==> config.mk <==
export PLATFORM = sky130hd
export DESIGN_NAME = fcpu_rob_flat
export DESIGN_NICKNAME = d
export VERILOG_FILES = /design/src/rtl/fcpu_rob_if.sv /design/src/rtl/fcpu_rob.sv /design/src/flat_wrapper.sv
export SDC_FILE = /design/constraint.sdc
export NUM_CORES = 1
export LEC_CHECK = 0
export ABC_AREA = 1
export CAP_MARGIN = 10
export CORE_MARGIN = 2
export CORE_UTILIZATION = 40
export DETAILED_ROUTE_END_ITERATION = 10
export HOLD_SLACK_MARGIN = 0.1
export SYNTH_ARGS = -nofsm -noshare
export SYNTH_HDL_FRONTEND = slang
export SYNTH_SLANG_ARGS = --single-unit
==> constraint.sdc <==
create_clock -name clk -period 4.1 [get_ports clk]
set_clock_uncertainty 0.2 [all_clocks]
set_input_delay 0.615 -clock clk [delete_from_list [all_inputs] [get_ports clk]]
set_output_delay 0.615 -clock clk [all_outputs]
set_load 0.1 [all_outputs]
==> src/rtl/fcpu_rob_if.sv <==
// fcpu_rob_if: dispatch, CDB, lookup and commit signals of the reorder buffer.
// The master side is the core (dispatch, execution units and commit consumers).
// The slave side is the ROB.
interface fcpu_rob_if #(
    parameter int N_ROB_W    = 4,
    parameter int DATA_W     = 32,
    parameter int REG_ADDR_W = 5,
    parameter int RSV_ID_W   = 5
);
    logic                  alloc_valid;
    logic                  alloc_ready;
    logic [REG_ADDR_W-1:0] alloc_dst_reg;
    logic [2:0]            alloc_type;
    logic [N_ROB_W-1:0]    alloc_tag;

    logic                  cdb_valid;
    logic [RSV_ID_W-1:0]   cdb_tag;
    logic [DATA_W-1:0]     cdb_data;
    logic                  cdb_invalidate;

    logic [N_ROB_W-1:0]    lookup_tag;
    logic                  lookup_ready;
    logic [DATA_W-1:0]     lookup_data;

    logic                  commit_valid;
    logic                  commit_ready;
    logic [N_ROB_W-1:0]    commit_tag;
    logic [REG_ADDR_W-1:0] commit_dst_reg;
    logic [2:0]            commit_type;
    logic [DATA_W-1:0]     commit_data;

    logic                  flush;
    logic [N_ROB_W:0]      count;

    modport master (
        output alloc_valid, alloc_dst_reg, alloc_type,
        output cdb_valid, cdb_tag, cdb_data, cdb_invalidate,
        output lookup_tag, commit_ready,
        input  alloc_ready, alloc_tag, lookup_ready, lookup_data,
        input  commit_valid, commit_tag, commit_dst_reg, commit_type, commit_data,
        input  flush, count
    );

    modport slave (
        input  alloc_valid, alloc_dst_reg, alloc_type,
        input  cdb_valid, cdb_tag, cdb_data, cdb_invalidate,
        input  lookup_tag, commit_ready,
        output alloc_ready, alloc_tag, lookup_ready, lookup_data,
        output commit_valid, commit_tag, commit_dst_reg, commit_type, commit_data,
        output flush, count
    );
endinterface

==> src/rtl/fcpu_rob.sv <==
// fcpu_rob: reorder buffer with in-order commit and branch-mispredict flush.
// commit_type encoding: 0 int reg, 1 fpu reg, 2 memory, 3 branch, others reserved.
// Optional macro FCPU_ROB_BYPASS_EN: a CDB write to the busy, not-done head
// entry is presented on the commit outputs in the same cycle.
module fcpu_rob #(
    parameter int N_ROB_W    = 4,
    parameter int DATA_W     = 32,
    parameter int REG_ADDR_W = 5,
    parameter int RSV_ID_W   = 5
) (
    input logic       clk,
    input logic       rst,
    fcpu_rob_if.slave rob
);
    localparam int               ENTRIES       = 1 << N_ROB_W;
    localparam logic [2:0]       COMMIT_BRANCH = 3'd3;
    localparam logic [N_ROB_W:0] FULL          = {1'b1, {N_ROB_W{1'b0}}};
    localparam logic [N_ROB_W:0] PTR_ONE       = {{N_ROB_W{1'b0}}, 1'b1};

    logic [ENTRIES-1:0]    busy_q, done_q, inv_q;
    logic [REG_ADDR_W-1:0] dst_q  [ENTRIES];
    logic [2:0]            type_q [ENTRIES];
    logic [DATA_W-1:0]     data_q [ENTRIES];
    logic [N_ROB_W:0]      head_q, tail_q, count;
    logic                  flush_q;

    logic [N_ROB_W-1:0]    head_idx, tail_idx, cdb_idx;
    logic                  alloc_ready, alloc_fire, cdb_hit;
    logic                  commit_valid, commit_fire, commit_inv, mispredict;
    logic [DATA_W-1:0]     commit_data;
    logic                  unused_cdb_tag_hi;

    assign head_idx          = head_q[N_ROB_W-1:0];
    assign tail_idx          = tail_q[N_ROB_W-1:0];
    assign cdb_idx           = rob.cdb_tag[N_ROB_W-1:0];
    assign unused_cdb_tag_hi = ^rob.cdb_tag[RSV_ID_W-1:N_ROB_W];

    assign count       = tail_q - head_q;
    assign alloc_ready = (count != FULL) && !flush_q;
    assign alloc_fire  = rob.alloc_valid && alloc_ready;
    assign cdb_hit     = rob.cdb_valid && busy_q[cdb_idx] && !flush_q;

    // Head entry commit decision, optionally bypassing a same-cycle CDB result
    always_comb begin
        commit_valid = busy_q[head_idx] && done_q[head_idx];
        commit_data  = data_q[head_idx];
        commit_inv   = inv_q[head_idx];
`ifdef FCPU_ROB_BYPASS_EN
        if (cdb_hit && (cdb_idx == head_idx) && !done_q[head_idx]) begin
            commit_valid = 1'b1;
            commit_data  = rob.cdb_data;
            commit_inv   = rob.cdb_invalidate;
        end
`else
`endif
    end

    assign commit_fire = commit_valid && rob.commit_ready;
    assign mispredict  = commit_fire && (type_q[head_idx] == COMMIT_BRANCH) && commit_inv;

    assign rob.alloc_ready    = alloc_ready;
    assign rob.alloc_tag      = tail_idx;
    assign rob.commit_valid   = commit_valid;
    assign rob.commit_tag     = head_idx;
    assign rob.commit_dst_reg = dst_q[head_idx];
    assign rob.commit_type    = type_q[head_idx];
    assign rob.commit_data    = commit_data;
    assign rob.lookup_ready   = busy_q[rob.lookup_tag] && done_q[rob.lookup_tag];
    assign rob.lookup_data    = data_q[rob.lookup_tag];
    assign rob.flush          = flush_q;
    assign rob.count          = count;

    // Entry state and pointers: allocate at tail, complete from CDB, retire at head
    always_ff @(posedge clk) begin
        if (rst) begin
            busy_q  <= '0;
            done_q  <= '0;
            inv_q   <= '0;
            head_q  <= '0;
            tail_q  <= '0;
            flush_q <= 1'b0;
        end else begin
            flush_q <= mispredict;
            if (mispredict) begin
                busy_q <= '0;
                done_q <= '0;
                head_q <= '0;
                tail_q <= '0;
            end else begin
                if (alloc_fire) begin
                    busy_q[tail_idx] <= 1'b1;
                    done_q[tail_idx] <= 1'b0;
                    inv_q[tail_idx]  <= 1'b0;
                    dst_q[tail_idx]  <= rob.alloc_dst_reg;
                    type_q[tail_idx] <= rob.alloc_type;
                    tail_q           <= tail_q + PTR_ONE;
                end
                if (cdb_hit) begin
                    done_q[cdb_idx] <= 1'b1;
                    inv_q[cdb_idx]  <= rob.cdb_invalidate;
                    data_q[cdb_idx] <= rob.cdb_data;
                end
                // Retirement comes last so it wins over a CDB write to the head
                if (commit_fire) begin
                    busy_q[head_idx] <= 1'b0;
                    done_q[head_idx] <= 1'b0;
                    head_q           <= head_q + PTR_ONE;
                end
            end
        end
    end
endmodule

==> src/flat_wrapper.sv <==
// flat-port wrapper written by rule: the top's interface ports become plain ports
module fcpu_rob_flat 
#(
    parameter int N_ROB_W    = 4,
    parameter int DATA_W     = 32,
    parameter int REG_ADDR_W = 5,
    parameter int RSV_ID_W   = 5
)
  (clk, rst, rob_alloc_valid, rob_alloc_dst_reg, rob_alloc_type, rob_cdb_valid, rob_cdb_tag, rob_cdb_data, rob_cdb_invalidate, rob_lookup_tag, rob_commit_ready, rob_alloc_ready, rob_alloc_tag, rob_lookup_ready, rob_lookup_data, rob_commit_valid, rob_commit_tag, rob_commit_dst_reg, rob_commit_type, rob_commit_data, rob_flush, rob_count);
  fcpu_rob_if #(.N_ROB_W(N_ROB_W), .DATA_W(DATA_W), .REG_ADDR_W(REG_ADDR_W), .RSV_ID_W(RSV_ID_W)) rob_i ();
  input logic clk;
  input logic rst;
  input wire logic [$bits(rob_i.alloc_valid)-1:0] rob_alloc_valid;
  input wire logic [$bits(rob_i.alloc_dst_reg)-1:0] rob_alloc_dst_reg;
  input wire logic [$bits(rob_i.alloc_type)-1:0] rob_alloc_type;
  input wire logic [$bits(rob_i.cdb_valid)-1:0] rob_cdb_valid;
  input wire logic [$bits(rob_i.cdb_tag)-1:0] rob_cdb_tag;
  input wire logic [$bits(rob_i.cdb_data)-1:0] rob_cdb_data;
  input wire logic [$bits(rob_i.cdb_invalidate)-1:0] rob_cdb_invalidate;
  input wire logic [$bits(rob_i.lookup_tag)-1:0] rob_lookup_tag;
  input wire logic [$bits(rob_i.commit_ready)-1:0] rob_commit_ready;
  output wire logic [$bits(rob_i.alloc_ready)-1:0] rob_alloc_ready;
  output wire logic [$bits(rob_i.alloc_tag)-1:0] rob_alloc_tag;
  output wire logic [$bits(rob_i.lookup_ready)-1:0] rob_lookup_ready;
  output wire logic [$bits(rob_i.lookup_data)-1:0] rob_lookup_data;
  output wire logic [$bits(rob_i.commit_valid)-1:0] rob_commit_valid;
  output wire logic [$bits(rob_i.commit_tag)-1:0] rob_commit_tag;
  output wire logic [$bits(rob_i.commit_dst_reg)-1:0] rob_commit_dst_reg;
  output wire logic [$bits(rob_i.commit_type)-1:0] rob_commit_type;
  output wire logic [$bits(rob_i.commit_data)-1:0] rob_commit_data;
  output wire logic [$bits(rob_i.flush)-1:0] rob_flush;
  output wire logic [$bits(rob_i.count)-1:0] rob_count;
  assign rob_i.alloc_valid = rob_alloc_valid;
  assign rob_i.alloc_dst_reg = rob_alloc_dst_reg;
  assign rob_i.alloc_type = rob_alloc_type;
  assign rob_i.cdb_valid = rob_cdb_valid;
  assign rob_i.cdb_tag = rob_cdb_tag;
  assign rob_i.cdb_data = rob_cdb_data;
  assign rob_i.cdb_invalidate = rob_cdb_invalidate;
  assign rob_i.lookup_tag = rob_lookup_tag;
  assign rob_i.commit_ready = rob_commit_ready;
  assign rob_alloc_ready = rob_i.alloc_ready;
  assign rob_alloc_tag = rob_i.alloc_tag;
  assign rob_lookup_ready = rob_i.lookup_ready;
  assign rob_lookup_data = rob_i.lookup_data;
  assign rob_commit_valid = rob_i.commit_valid;
  assign rob_commit_tag = rob_i.commit_tag;
  assign rob_commit_dst_reg = rob_i.commit_dst_reg;
  assign rob_commit_type = rob_i.commit_type;
  assign rob_commit_data = rob_i.commit_data;
  assign rob_flush = rob_i.flush;
  assign rob_count = rob_i.count;
  fcpu_rob #(.N_ROB_W(N_ROB_W), .DATA_W(DATA_W), .REG_ADDR_W(REG_ADDR_W), .RSV_ID_W(RSV_ID_W)) u_core (.clk(clk), .rst(rst), .rob(rob_i));
endmodule
==> reports/results.tsv <==
metric	value	unit
grt_antenna_before_repair	1	
ios	144	
critical-path-max-stage-delay	0.59	ns
arrival	3.05	ns
synth_seq_cells	703	
synth_area_leaders	edfxtp_1 57%, o21ai_0 13%, nor2_1 5.3%	
max_cap_viol_count	0	
synth_cell_types	32	
syn_area_per_cell	9.70	um2
fin_nets	3581	
cts_tree	yes	
cp_data_required_time	3.28	ns
netlist_instances	3468	
hold_ws	0.298	ns
setup_tns	0	ns
slew_headroom	33.9	%
reg2reg_to	u_core.data_q[10][8]$_DFFE_PP_	
clock_tree.root_cell	clkbuf_16	
setup_viol	0	
crit_path_end_kind	output pin	
grt_usage	23.3	%
drtIter0Drc	3028	
r2r_slack	0.45	ns
crit_type	reg -> out	
period_share	94.3	%
die_w	294	um
vias_per_cell	5.86	
insertion_delay	0.63	ns
crit_family	buffers and inverters	
die_h	294	um
status	finished, final reports clean	
finalHoldViolations	0	
first_pass_iters	5	
fp-row-count	106	
area_delta_synth_final	18.5	%
hold_class	reg -> reg	
cts_setup_buffers	0	
netlist_area	33600	um2
grt_pass1_wl	154000	um
path_cells	buf_4, buf_16, o21ai_0, a21oi_1, o221ai_1, nand2_1, buf_12	
period_minus_slack	3.87	ns
crit_buf_inv	3	
drc	0	
cts_buffers	78	
r2r_start	u_core.head_q[0]$_SDFFE_PP0N_	
drv_slew	0	
wl_per_cell	22.1	um
netlist.area_leader.share	57.1	%
initial_core_util	40.3	%
yosysSeqAreaShare	60.9	%
gr-total-overflow	0	
die_area	86400	um2
tightest_slew	0.989	ns
syn-num-nets	3536	
clk_pin_slew_worst_paths	0.06	ns
routed_wl	103000	um
place.port_buffers	142	
fmax	259	MHz
rsz0062_at_grt	no	
start_kind	flip-flop	
grt_pass1_vias	25700	
dp_hpwl	57100	um
path_max_fanout	147	
gp_congestion	0.896	
detail-route-antenna-nets	0	
htreeDepth	3	
peakVddDrop	0.285	mV
cts.sinks	703	
hp-start	u_core.inv_q[15]$_SDFFE_PP0N_	
drive_above_1_share	9.32	%
synth-warning-count	0	
cts_buffer_depth	3	
yosysTopAreaCell	edfxtp_1	
coreArea	83400	um2
power_density	404	nW/um2
slowest_stage	dfxtp_4	
leakage	14.0	nW
fillers	7500	
vias	27300	
whs_path_depth	2	
hold_end	u_core.inv_q[15]$_SDFFE_PP0N_	
worstRegToRegCells	16	
grt_max_degree	148	
-- kinds of logic after synthesis --
logic type | count (synthesis) | synth area share (%)
flops | 703 | 60.9
fa+ha+maj | 13 | 0.506
xor+xnor | 7 | 0.182
buf+inv | 490 | 5.92
compound gates | 1297 | 21.0
simple gates | 958 | 11.5
-- timing repair --
item                       CTS  global route
setup endpoints to repair    0             9
gates resized for setup      0             5
hold buffers                 0             0
-- metrics by stage --
stage               utilization (%)  cells  setup slack (ns)  power (W)  area [um2]
global route                   47.8   4653            0.0207     0.0165       39800
global placement               44.7   4513             0.537    0.00922       37300
floorplan                         -   3468            -0.485    0.00871       33700
detailed placement             44.7   4513             0.517    0.00923       37300
finish                         47.8   4655             0.233     0.0161       39800
CTS                            47.7   4652            0.0898     0.0162       39800
-- cells in the final DEF, fill, tap and decap left out, drive strengths merged, types with 99 or more instances in the layout --
master,netlist,layout
edfxtp,640,640
buf,68,194
nor2,480,480
inv,200,205
o221ai,130,130
nand3,99,99
a21oi,249,249
clkbuf,218,102
o21ai,859,859
nand2,329,329
-- worst reg2reg max path: cells and delay by family (launching register included) --
kind	cells	cell delay, ns
simple gates	9	1.21
flops	1	0.36
buf+inv	6	1.35
compound gates	1	0.18
-- routing by layer --
metal  global-route usage, %  wire, um  vias up
met5                       0         0        -
met4                    8.75      2960        0
met3                    4.25      9000      215
met2                    36.9     47300     1348
met1                    32.0     43700    13100
li1                        -         -    12600
-- cell type report --
type / count / area (um2) / share of cell area, %
diodes: 3 / 7.51 / 0.0188
clock buffers: 102 / 2120 / 5.31
clock inverters: 37 / 409 / 1.03
inverters: 204 / 783 / 1.97
multi-input cells: 2275 / 11300 / 28.4
flip-flops and latches: 703 / 20500 / 51.4
well taps: 1080 / 1350 / 3.39
repair buffers: 251 / 3380 / 8.49
-- registers in the layout, summed over array words and instances (netlist names), named ones only --
name              cells
u_core.busy_q        16
u_core.head_q         5
u_core.tail_q         5
u_core.type_q        48
u_core.data_q       512
u_core.done_q        16
u_core.inv_q         16
u_core.dst_q         80
u_core.rob.flush      1
-- worst max path at each step --
stage / from / to / depth (start not counted)
floorplan: u_core.tail_q[0]$_SDFFE_PP0N_ / rob_alloc_ready / 6
detailed placement: rob_cdb_tag[0] / u_core.data_q[10][7]$_DFFE_PP_ / 14
global placement: rob_cdb_tag[0] / u_core.data_q[10][7]$_DFFE_PP_ / 14
global route: flip-flop / rob_commit_data[15] / 7
CTS: flip-flop / rob_commit_data[26] / 8
finish: flip-flop / rob_commit_data[4] / 7
-- power by group --
part | internal (W) | switching, W
Sequential | 0.00783 | 0.00000978
Clock | 0.00414 | 0.00286
Combinational | 0.000356 | 0.000889
Total | 0.0123 | 0.00376
-- synthesized netlist by cell type (all sizes together) --
cell	number
nand4	48
o221ai	130
ha	12
nand3b	1
o311ai	1
nand3	99
xnor2	1
xor2	6
edfxtp	640
o211ai	12
fa	1
o21a	1
a21oi	249
inv	200
clkinv	4
nor2	480
nand2	329
dfxtp	63
clkbuf	218
buf	68
nor3	1
a21boi	1
a31oi	1
o22ai	43
o21ai	859
Note: power is estimated with default switching activity, not from simulation.
